$ cat config.mk
export PLATFORM = sky130hd
export DESIGN_NAME = aes_round_tail_flat
export DESIGN_NICKNAME = d
export VERILOG_FILES = /design/src/rtl/aes_round_tail_if.sv /design/src/rtl/aes_round_tail.sv /design/src/flat_wrapper.sv
export SDC_FILE = /design/constraint.sdc
export NUM_CORES = 1
export LEC_CHECK = 0
export CORE_ASPECT_RATIO = 0.9
export CORE_MARGIN = 8
export CORE_UTILIZATION = 55
export DETAILED_ROUTE_END_ITERATION = 8
export PLACE_DENSITY = 0.84
export SLEW_MARGIN = 5
export SYNTH_ARGS = -nofsm -noshare
export SYNTH_HDL_FRONTEND = slang
export SYNTH_SLANG_ARGS = --single-unit
$ cat constraint.sdc
create_clock -name clk -period 10.9 [get_ports clk]
set_input_delay 1.635 -clock clk [delete_from_list [all_inputs] [get_ports clk]]
set_output_delay 1.635 -clock clk [all_outputs]
set_load 0.01 [all_outputs]
$ cat src/rtl/aes_round_tail_if.sv
// aes_round_tail_if: issue-side sideband, SubBytes result and output stream
// of the AES round tail stage.
//
// Handshake semantics: the output stream transfers a word on every clk edge
// where out_valid && out_ready. While out_valid=1 and out_ready=0, out_state
// holds steady. The issue side is credit-style: SubBytes cannot stall, so the
// controller may only raise sb_issue while issue_ready=1.
interface aes_round_tail_if;
  logic         sb_issue;
  logic         issue_ready;
  logic [127:0] round_key;
  logic         final_round;
  logic [127:0] sb_state;
  logic         out_valid;
  logic [127:0] out_state;
  logic         out_ready;

  // Stage side
  modport slave (
    input  sb_issue, round_key, final_round, sb_state, out_ready,
    output issue_ready, out_valid, out_state
  );

  // Round controller / consumer side
  modport master (
    output sb_issue, round_key, final_round, sb_state, out_ready,
    input  issue_ready, out_valid, out_state
  );
endinterface

$ cat src/rtl/aes_round_tail.sv
// aes_round_tail: ShiftRows -> MixColumns (bypassed on the final round) ->
// AddRoundKey on the SubBytes output, buffered in a small output FIFO.
// The key and final-round flag are captured on the issue cycle and used one
// cycle later, when the BRAM SubBytes result arrives.
// Optional debug build: define AES_ROUND_TAIL_DBG_EN to add dbg_overflow
// (sticky issue-while-not-ready flag) and dbg_rounds (FIFO push counter).
module aes_round_tail #(
  parameter int FIFO_DEPTH = 2
) (
  input logic clk,
  input logic rst,
  aes_round_tail_if.slave bus
`ifdef AES_ROUND_TAIL_DBG_EN
  ,
  output logic        dbg_overflow,
  output logic [15:0] dbg_rounds
`endif
);

  localparam int CW = $clog2(FIFO_DEPTH + 1);
  localparam int PW = (FIFO_DEPTH > 1) ? $clog2(FIFO_DEPTH) : 1;

  // Byte i of a state lives at bits [127-8i -: 8]; row i%4, column i/4.
  function automatic logic [7:0] xtime(input logic [7:0] b);
    xtime = {b[6:0], 1'b0} ^ (b[7] ? 8'h1b : 8'h00);
  endfunction

  function automatic logic [127:0] shift_rows(input logic [127:0] s);
    logic [127:0] o;
    o = '0;
    for (int c = 0; c < 4; c++) begin
      for (int r = 0; r < 4; r++) begin
        o[127 - 8 * (4 * c + r) -: 8] = s[127 - 8 * (4 * ((c + r) % 4) + r) -: 8];
      end
    end
    return o;
  endfunction

  function automatic logic [127:0] mix_columns(input logic [127:0] s);
    logic [127:0] o;
    logic [7:0]   a0, a1, a2, a3;
    o = '0;
    for (int c = 0; c < 4; c++) begin
      a0 = s[127 - 32 * c -: 8];
      a1 = s[119 - 32 * c -: 8];
      a2 = s[111 - 32 * c -: 8];
      a3 = s[103 - 32 * c -: 8];
      o[127 - 32 * c -: 8] = xtime(a0) ^ xtime(a1) ^ a1 ^ a2 ^ a3;
      o[119 - 32 * c -: 8] = a0 ^ xtime(a1) ^ xtime(a2) ^ a2 ^ a3;
      o[111 - 32 * c -: 8] = a0 ^ a1 ^ xtime(a2) ^ xtime(a3) ^ a3;
      o[103 - 32 * c -: 8] = xtime(a0) ^ a0 ^ a1 ^ a2 ^ xtime(a3);
    end
    return o;
  endfunction

  // Sideband captured on the issue cycle
  logic         pend;
  logic [127:0] key_q;
  logic         fin_q;

  // Output FIFO state
  logic [127:0] mem [FIFO_DEPTH];
  logic [PW-1:0] rd_ptr, wr_ptr;
  logic [CW-1:0] count;

  logic         pop, push, accept;
  logic [CW:0]  occ_next;
  logic [127:0] sr_state, round_result;

  // Credit check: occupancy after this edge must leave room for this issue
  always_comb begin
    bus.out_valid = (count != '0);
    bus.out_state = bus.out_valid ? mem[rd_ptr] : '0;
    pop           = bus.out_valid && bus.out_ready;
    occ_next      = {1'b0, count} + (CW + 1)'(pend) - (CW + 1)'(pop);
    bus.issue_ready = (occ_next < (CW + 1)'(FIFO_DEPTH));
    accept        = bus.sb_issue && bus.issue_ready;
    push          = pend && ((count < CW'(FIFO_DEPTH)) || pop);
  end

  // Round datapath from SubBytes output to FIFO write port
  always_comb begin
    sr_state     = shift_rows(bus.sb_state);
    round_result = (fin_q ? sr_state : mix_columns(sr_state)) ^ key_q;
  end

  // Sideband register; a violating issue is never marked pending
  always_ff @(posedge clk) begin
    if (rst) begin
      pend  <= 1'b0;
      key_q <= '0;
      fin_q <= 1'b0;
    end else begin
      pend <= accept;
      if (accept) begin
        key_q <= bus.round_key;
        fin_q <= bus.final_round;
      end
    end
  end

  // FIFO storage; the head is forced to zero when empty, so no reset needed
  always_ff @(posedge clk) begin
    if (push) begin
      mem[wr_ptr] <= round_result;
    end
  end

  // FIFO pointers and occupancy; full/empty come from count only
  always_ff @(posedge clk) begin
    if (rst) begin
      rd_ptr <= '0;
      wr_ptr <= '0;
      count  <= '0;
    end else begin
      if (push) begin
        wr_ptr <= (wr_ptr == PW'(FIFO_DEPTH - 1)) ? '0 : wr_ptr + 1'b1;
      end
      if (pop) begin
        rd_ptr <= (rd_ptr == PW'(FIFO_DEPTH - 1)) ? '0 : rd_ptr + 1'b1;
      end
      case ({push, pop})
        2'b10:   count <= count + 1'b1;
        2'b01:   count <= count - 1'b1;
        default: count <= count;
      endcase
    end
  end

`ifdef AES_ROUND_TAIL_DBG_EN
  // Debug: sticky overflow flag and wrapping push counter
  always_ff @(posedge clk) begin
    if (rst) begin
      dbg_overflow <= 1'b0;
      dbg_rounds   <= '0;
    end else begin
      if (bus.sb_issue && !bus.issue_ready) begin
        dbg_overflow <= 1'b1;
      end
      if (push) begin
        dbg_rounds <= dbg_rounds + 16'd1;
      end
    end
  end
`endif

endmodule

$ cat src/flat_wrapper.sv
// flat-port wrapper written by rule: the top's interface ports become plain ports
module aes_round_tail_flat 
#(
  parameter int FIFO_DEPTH = 2
)
  (clk, rst, bus_sb_issue, bus_round_key, bus_final_round, bus_sb_state, bus_out_ready, bus_issue_ready, bus_out_valid, bus_out_state);
  aes_round_tail_if bus_i ();
  input logic clk;
  input logic rst;
  input wire logic [$bits(bus_i.sb_issue)-1:0] bus_sb_issue;
  input wire logic [$bits(bus_i.round_key)-1:0] bus_round_key;
  input wire logic [$bits(bus_i.final_round)-1:0] bus_final_round;
  input wire logic [$bits(bus_i.sb_state)-1:0] bus_sb_state;
  input wire logic [$bits(bus_i.out_ready)-1:0] bus_out_ready;
  output wire logic [$bits(bus_i.issue_ready)-1:0] bus_issue_ready;
  output wire logic [$bits(bus_i.out_valid)-1:0] bus_out_valid;
  output wire logic [$bits(bus_i.out_state)-1:0] bus_out_state;
  assign bus_i.sb_issue = bus_sb_issue;
  assign bus_i.round_key = bus_round_key;
  assign bus_i.final_round = bus_final_round;
  assign bus_i.sb_state = bus_sb_state;
  assign bus_i.out_ready = bus_out_ready;
  assign bus_issue_ready = bus_i.issue_ready;
  assign bus_out_valid = bus_i.out_valid;
  assign bus_out_state = bus_i.out_state;
  aes_round_tail #(.FIFO_DEPTH(FIFO_DEPTH)) u_core (.clk(clk), .rst(rst), .bus(bus_i));
endmodule
After elaboration in Yosys (flattened, before gate mapping):

Memories as Yosys holds them, arrays and structs flattened. A register that Yosys moved wholly into a read port is not among the register bits.
Index checks and enable logic that the tools add are counted.

* $lt $le $gt $ge: 2
* multiplexer cells: 25
* bitwise gates (word level): 81
* $add $sub $neg: 6
* equality and inequality tests: 2
* reduce and logical (&&, ||, !) cells: 6

Operators with widths (count)
* XOR 8 bit: 80
* 2-to-1 mux 128 bit: 2
* XOR 128 bit: 1
* 2-to-1 mux 5 bit: 16
* 2-to-1 mux 1 bit: 6
* one-hot mux 2 bit (2 select lines): 1
* nonzero test 2 bit: 2
* adder 2 x 1 -> 3 bit: 1
* logical AND 1 bit: 3
* < comparator 3 x 2 -> 1 bit, second input constant: 1
* subtractor 3 x 1 -> 3 bit: 1
* adder 1 bit, second input constant: 2
* adder 2 x 1 -> 2 bit, second input constant: 1
* == test 2 x 1 -> 1 bit, second input constant: 1
* == test 2 bit, second input constant: 1
* < comparator 2 bit, second input constant: 1
* subtractor 2 x 1 -> 2 bit, second input constant: 1
* logical OR 1 bit: 1

* bits of input ports: 261
* flip-flop bits (word level): 134
* RAM bits: 256
* word-level logic and storage cells: 129
* memories kept: 1
* output and inout port bits: 130

Memory list
* u_core.mem: depth 2, width 128, read ports 1, clocked after Yosys merged registers in 1, write ports 1, RTL line aes_round_tail.sv:62 `logic [127:0] mem [FIFO_DEPTH];`

Longest topological paths before layout:

Gate-level depths: netlist of the first run.

* depth in word-level cells: 8
* depth in mapped cells: 13
* gate-level depth less buffers: 11

Least setup slack after synthesis of the first run:

Ideal clock, no wire load.

* path type: in2reg
* start: in bus_out_ready
* end: mem u_core.mem[0][0] (enable)
* path slack: 3.129 ns
* data required time: 10.283 ns
* stages on the path: 2
* data arrival time: 7.154 ns
* buffers on the path: 0
* setup time: 0.617 ns
* cell sequence: o21ai_0 nor2_1

* cells in the longest elaborated chain, start to end: 5

RTL lines
* from (decl): RTL line flat_wrapper.sv:14 `input wire logic [$bits(bus_i.out_ready)-1:0] bus_out_ready;`
* logical AND 1 bit: RTL line aes_round_tail.sv:74 `pop = bus.out_valid && bus.out_ready;`
* logical OR 1 bit: RTL line aes_round_tail.sv:78 `push = pend && ((count < CW'(FIFO_DEPTH)) || pop);`
* logical AND 1 bit: RTL line aes_round_tail.sv:78
* 2-to-1 mux 1 bit: RTL line aes_round_tail.sv:104 `if (push) begin`
* 2-to-1 mux 1 bit (not written as such): RTL line aes_round_tail.sv:105 `mem[wr_ptr] <= round_result;`
* to (decl): RTL line aes_round_tail.sv:62

Every way passes these cells.

Worst setup path in the final report of the first run:

* start: in bus_out_ready
* end: out bus_issue_ready

* cells in the longest elaborated chain, start to end: 3

RTL lines
* logical AND 1 bit: RTL line aes_round_tail.sv:74
* via u_core.pop: RTL line aes_round_tail.sv:66 `logic pop, push, accept;`
* subtractor 3 x 1 -> 3 bit: RTL line aes_round_tail.sv:75 `occ_next = {1'b0, count} + (CW + 1)'(pend) - (CW + 1)'(pop);`
* < comparator 3 x 2 -> 1 bit: RTL line aes_round_tail.sv:76 `bus.issue_ready = (occ_next < (CW + 1)'(FIFO_DEPTH));`
* to (decl): RTL line flat_wrapper.sv:15 `output wire logic [$bits(bus_i.issue_ready)-1:0] bus_issue_ready;`

The timed path passes the listed nets, and every way through them passes these cells.

==> summary.txt, run 1 <==
Result of the run: complete, no violations
Buf/Inv on CP: 2
Clock sink count: 391
Setup-failing EPs final: 0
CP Launch Type: input pin
Final slew viol count: 0
Setup Skew: 0.0227 ns
Final Net Count: 2547
Post-CTS Resized: 0
Vias in the first global route: 16000
DR WL/cell: 20.4 µm
YS warnings: 0
Crit path capture type: output port
Post-route ant nets: 0
Die width: 221 µm
Normalized max-slew margin: 15.3%
Seq/Total Area, Yosys: 49.7%
Switching share of total power: 36.1%
Period minus WS final: 5.86 ns
Hold buffer count at CTS: 0
Max Fclk: 171 MHz
DIE AREA: 44500 µm²
Hold WC Path Type: flip-flop to flip-flop
Number of fillers in the final layout: 2651
Chip height: 201 µm
# placed instances: 2723
Unrepaired setup endpoints after global routing: no
Sequential power share: 36.8%
Clock Latency Late Sink: 0.56 ns
Post-synth ARST share: 0%
Initial core utilization: 55.9%
Fin crit share: 53.8%
DRT iter0 DRCs: 1464
1st-pass router iterations: 5
EDFF count, synth: 256
Clock transition at path regs: 0.06 ns
Syn_area_per_cell: 10.7 µm²
Critical path's top delay family: buffers and inverters
Fin. Hold Viols: 0
Cells after Synth: 1958
Hold Path Stages: 2
Port-buffer cells: 390
Sw power: 2.41 mW
Measured slew at the worst slew-check pin: 1.27 ns
Max Cap Viol: 0
Critical path depth: 8
Core area: 37400 µm²
Post-Syn Nets: 2222
Number of I/O pins: 391
Grt ovf: 0
Reg2Reg Depth: 12
Clock Root Buffer: clkbuf_16
Vias per cell: 5.41
Power share of the clock group: 21.8%
Share of cells above drive strength 1: 4.76%
Post-synth cell types: 29
Maximum buffer depth of the clock tree: 3
Site row count: 67
Commonest non-fill, non-tap cell in the layout: clkdlybuf4s50_1
Post-CTS setup buffer count: 0
Cell Count, Final, Fillers Out: 2797
DRC: 0
Slowest cell on crit path: clkdlybuf4s50_1
Cell chain of the critical path: clkdlybuf4s50_1 -> and2_1 -> ha_1 -> nand2b_1 -> fa_1 -> xnor2_1 -> and2_1 -> clkdlybuf4s50_1
Arr. time, crit path: 4.23 ns
Synth Register Bits: 391
Mapped Area: 20900 µm²
Leakage power: 8.87 nW
GR Util All Layers: 25.0%
Pwr per Cell Area: 253 nW/µm²
Critical Path Fanout Max: 3
Gp weighted congestion: 0.882
Area growth syn-to-layout: 26.0%
HPWL after DPL: 39400 µm
Combinational power share: 41.4%
CTS tree: yes
Max incr delay on CP: 0.63 ns
Vias: 15100
Worst VDD drop: 176 µV
Crit Path Category: input pin to output port
CP Data Required Time: 9.27 ns
Final wirelength: 57000 µm
Main synth FF type: edfxtp_1
Initial antenna violation count: 4
TNS Setup: 0 ns
Pint: 4.25 mW
Largest net degree at the start of global routing: 107
Clock buffers created by TritonCTS: 41
Depth of the CTS H-tree: 2
Commonest cells after routing, fill and taps aside: clkdlybuf4s50_1 (389), xnor2_1 (368), nand2_1 (343)
Global-route wire length before repair: 89000 µm
-- synth_stat cells (2+ instances only) --
master / n / area [µm²]
xnor2_1: 368 / 3220
nand2_1: 344 / 1290
edfxtp_1: 256 / 7690
xor2_1: 171 / 1500
mux2i_1: 170 / 1700
nor2_1: 137 / 514
dfxtp_1: 135 / 2700
a21oi_1: 130 / 651
o21ai_0: 73 / 365
clkbuf_1: 53 / 199
buf_2: 39 / 195
buf_4: 23 / 173
xor2_2: 14 / 228
o21ai_1: 13 / 65.1
xnor2_2: 7 / 114
inv_1: 4 / 15.0
xor2_4: 4 / 110
and2_1: 3 / 18.8
buf_1: 2 / 7.51
buf_6: 2 / 22.5
ha_1: 2 / 25.0
-- worst paths after layout --
path,endpoint,start,slack (ns)
worst max-delay path,bus_issue_ready,bus_out_ready,5.04
worst min-delay path,u_core.key_q[44],u_core.key_q[44],0.47
worst max register to register,u_core.key_q[47],u_core.count[1],6.18
worst min register to register,u_core.key_q[44],u_core.key_q[44],0.47
-- registers in the layout (all words and copies together) (netlist names), named ones only --
signal	count
u_core.rd_ptr	1
u_core.mem	256
u_core.fin_q	1
u_core.wr_ptr	1
u_core.key_q	128
u_core.count	2
u_core.pend	1
-- per-layer routing --
metal / vias up / global-route usage [%] / routed length, µm
li1: 7106 / - / -
met1: 7333 / 31.4 / 23400
met2: 579 / 42.4 / 27700
met3: 120 / 4.76 / 3930
met4: 6 / 9.46 / 1950
met5: - / 0 / 41
-- worst reg2reg max path: stages (launching register included) --
cell and delay, ns:
dfxtp_1 0.39, nor2_4 0.67, inv_1 0.23, and2_1 0.27, ha_1 0.29, nand2b_1 0.16, fa_1 0.41, xnor2_1 0.15
and2_1 0.26, nand2_4 0.47, buf_4 0.96, nand2_1 0.20, a21oi_1 0.19
-- per-stage QoR --
step	util [%]	hold WS [ns]	setup WS [ns]	power, mW	instance area [µm²]
after CTS	70.4	0.467	5.00	6.68	26300
after floorplan	-	0.448	3.13	4.24	20900
after detailed placement	66.7	0.459	5.00	5.22	24900
after global routing	70.4	0.484	4.88	7.01	26300
after global placement	66.7	0.453	5.01	5.12	24900
final	70.4	0.465	5.04	6.66	26300
-- power by group through the flow --
stage / registers, mW / clock network (mW) / logic (mW)
floorplan: 2.45 / 0 / 1.79
global placement: 2.45 / 0 / 2.66
detailed placement: 2.48 / 0 / 2.74
CTS: 2.45 / 1.47 / 2.76
global route: 2.49 / 1.53 / 2.99
finish: 2.45 / 1.45 / 2.75
-- cells by family after synthesis --
logic type      Yosys count  share of synthesized area (%)
simple gates            487                           8.82
xor+xnor                565                           24.9
buf+inv                 124                           2.95
compound gates          217                           5.23
fa+ha+maj                 3                          0.216
mux                     171                           8.20
flops                   391                           49.7
-- final cells by class --
class	count	area, µm²	share of cell area (%)
diodes	1	2.50	0.00951
clock inverters	19	233	0.884
inverters	4	15.0	0.0570
flip-flops and latches	391	10400	39.5
repair buffers	402	3990	15.2
well taps	483	604	2.30
multi-input cells	1443	9920	37.7
clock buffers	54	1160	4.39
(Power assumes the default switching activity.)
==> inputs of run 2 (changes only) <==
--- a/config.mk
+++ b/config.mk
@@ -7,9 +7,9 @@
 export LEC_CHECK = 0
 export CORE_ASPECT_RATIO = 0.9
 export CORE_MARGIN = 8
-export CORE_UTILIZATION = 55
+export CORE_UTILIZATION = 53
 export DETAILED_ROUTE_END_ITERATION = 8
-export PLACE_DENSITY = 0.84
+export PLACE_DENSITY = 0.81
 export SLEW_MARGIN = 5
 export SYNTH_ARGS = -nofsm -noshare
 export SYNTH_HDL_FRONTEND = slang
==> constraint.sdc (replaced) <==
create_clock -name clk -period 5.9 [get_ports clk]
set_input_delay 0.885 -clock clk [delete_from_list [all_inputs] [get_ports clk]]
set_output_delay 0.885 -clock clk [all_outputs]
set_load 0.01 [all_outputs]
==> run 2 against run 1 <==
Sequential power rose by 89%. Critical path depth is the same. Clock power up 72%. Clock skew up 0.0050 ns. Wire length fell by 0.43%. Critical endpoint unchanged. First-iteration DRC count decreased by 21%.
==> summary.txt, run 2 (synthesized netlist as in run 1, its figures left out) <==
Result of the run: complete, no violations
Fin. Hold Viols: 0 (unchanged)
Cell Count, Final, Fillers Out: 2853 (+2.0%)
Max Fclk: 226 MHz
Gp weighted congestion: 0.884 (+0.16%)
Global-route wire length before repair: 86000 µm (-3.3%)
Measured slew at the worst slew-check pin: 1.20 ns (-0.0661 ns)
Met3 Track Usage GR: 5.68% (+0.92 points)
Final Total Pwr: 12.2 mW (+83%)
Number of fillers in the final layout: 3002 (+13%)
Number of I/O pins: 391 (unchanged)
Sw power: 4.47 mW (+86%)
Clock transition at path regs: 0.06 ns (about the same)
Post-CTS setup buffer count: 0 (unchanged)
Setup-failing EPs final: 0 (unchanged)
Fin crit share: 75.1%
Final wirelength: 56800 µm (-0.43%)
Design area: 26400 µm² (+0.17%)
CP Data Required Time: 5.02 ns (-4.25 ns)
Commonest cells after routing, fill and taps aside: clkdlybuf4s50_1 (389), xnor2_1 (368), nand2_1 (343)
Final slew viol count: 0 (unchanged)
Met1 Usage GRT: 30.2% (-1.2 points)
Normalized max-slew margin: 19.7% (+4.4 points)
Clock sink count: 391 (unchanged)
Vias in the first global route: 15400 (-3.9%)
Slowest cell on crit path: clkdlybuf4s50_1
R2R Setup Slk: 2.33 ns (-3.85 ns)
Max reg flops: 256 (unchanged)
M2 GR Usage: 39.5% (-2.9 points)
Power share of the clock group: 20.5% (-1.3 points)
Buf/Inv on CP: 2 (unchanged)
DIE AREA: 46000 µm² (+3.5%)
Core area: 39200 µm² (+4.8%)
Switching share of total power: 36.7% (+0.56 points)
Setup slack at placement: 1.44 ns (-3.56 ns)
Site row count: 69 (+3.0%)
Depth of the CTS H-tree: 2 (unchanged)
Crit Path Category: input pin to output port
Max incr delay on CP: 0.63 ns (about the same)
Clock buffers created by TritonCTS: 42 (+2.4%)
GRT Max-Usage Layer: met2
Hold WC Path Type: flip-flop to flip-flop
1st-pass router iterations: 5 (unchanged)
Vias per cell: 5.23 (-3.4%)
Maximum buffer depth of the clock tree: 3 (unchanged)
Die width: 225 µm (+1.7%)
Chip height: 204 µm (+1.7%)
DR WL/cell: 19.9 µm (-2.4%)
Clock Root Buffer: clkbuf_16
Vias: 14900 (-1.5%)
CP Launch Type: input pin
Post-route ant nets: 0 (unchanged)
Commonest non-fill, non-tap cell in the layout: clkdlybuf4s50_1
Combinational power share: 41.5% (about the same)
Largest reg by FF count: u_core.mem
Grt ovf: 0 (unchanged)
GR Util All Layers: 23.8% (-1.2 points)
Worst VDD drop: 339 µV (+93%)
Final Net Count: 2549 (+0.079%)
Sequential power share: 38.0% (+1.2 points)
Cell chain of the critical path: clkdlybuf4s50_1 -> and2_1 -> ha_1 -> nand2b_1 -> fa_1 -> xnor2_1 -> and2_1 -> clkdlybuf4s50_1
Setup Skew: 0.0277 ns (+0.00500 ns)
Max Cap Viol: 0 (unchanged)
Critical Path Fanout Max: 3 (unchanged)
Crit path capture type: output port
Initial core utilization: 53.3% (-2.6 points)
# placed instances: 2773 (+1.8%)
DRT iter0 DRCs: 1152 (-21%)
Critical path's top delay family: buffers and inverters
HPWL after DPL: 39700 µm (+0.92%)
Period minus WS final: 4.43 ns
Largest regs: u_core.mem (256), u_core.key_q (128), u_core.count (2)
Post-route setup slack: 1.47 ns (-3.57 ns)
Post-CTS Resized: 0 (unchanged)
Cell Area, Placed: 25100 µm² (+0.58%)
Initial antenna violation count: 3 (-1)
Pwr per Cell Area: 462 nW/µm² (+82%)
Largest net degree at the start of global routing: 109 (+1.9%)
Port-buffer cells: 390 (unchanged)
Clock Latency Late Sink: 0.56 ns (about the same)
Hold buffer count at CTS: 0 (unchanged)
DRC: 0 (unchanged)
Leakage power: 8.84 nW (-0.32%)
Share of cells above drive strength 1: 4.79% (+0.033 points)
Arr. time, crit path: 3.55 ns (-0.68 ns)
Unrepaired setup endpoints after global routing: no
CTS tree: yes
Area growth syn-to-layout: 26.2%
Pint: 7.71 mW (+81%)
==> run 2: cell count changes in the layout (fill, tap and decap cells not counted), moves of 2 or more <==
cell / change
buf_12: +6
buf_4: -5
bufinv_16: -4
clkbuf_1: +4
clkbuf_8: -5
clkinv_2: +4
clkinv_4: +2
clkinvlp_4: +2
diode_2: +2
==> run 2: layout make-up <==
class                           instances  area [µm²]  area share, %
Sequential cell                       391       10400           39.4
Timing Repair Buffer                  403        4070           15.4
Inverter                                4        15.0         0.0569
Clock buffer                           54        1130           4.28
Antenna cell                            3        7.51         0.0285
Tap cell                              532         666           2.52
Multi-Input combinational cell       1443        9920           37.6
Clock inverter                         23         158          0.598
==> run 2: through the flow <==
| step | utilization, % | setup TNS, ns | hold slack [ns] |
|---|---|---|---|
| after global placement | 64.0 | 0 | 0.453 |
| after global routing | 67.3 | 0 | 0.484 |
| after floorplan | - | -287.08 | 0.448 |
| final | 67.3 | 0 | 0.465 |
| after detailed placement | 64.0 | 0 | 0.460 |
| after CTS | 67.3 | 0 | 0.468 |
==> run 2: worst paths after layout <==
path	from	to	cells past startpoint
max	bus_out_ready	bus_issue_ready	8
min	u_core.key_q[76]	u_core.key_q[76]	2
max reg2reg	u_core.count[1]	u_core.key_q[41]	12
min reg2reg	u_core.key_q[76]	u_core.key_q[76]	2
==> run 2: worst register-to-register path, delay by kind of cell, from the launching register on <==
kind            cells  cell delay [ns]
compound gates      1             0.21
fa+ha+maj           2             0.67
buf+inv             2             0.47
xor+xnor            1             0.15
simple gates        6             1.49
flops               1             0.51
==> run 2: power groups by stage <==
| stage | clock network (mW) | logic (mW) | registers, mW |
|---|---|---|---|
| 2_1_floorplan | 0 | 3.31 | 4.52 |
| 3_3_place_gp | 0 | 4.90 | 4.63 |
| 3_5_place_dp | 0 | 5.05 | 4.67 |
| 4_1_cts | 2.54 | 5.08 | 4.62 |
| 5_1_grt | 2.64 | 5.47 | 4.70 |
| 6_report | 2.49 | 5.05 | 4.63 |
==> run 2: metal layers <==
layer / share of wire [%] / vias to the layer above
li1: - / 7133
met1: 41 / 7130
met2: 48 / 554
met3: 7.7 / 104
met4: 3.1 / 2
met5: 0.023 / -
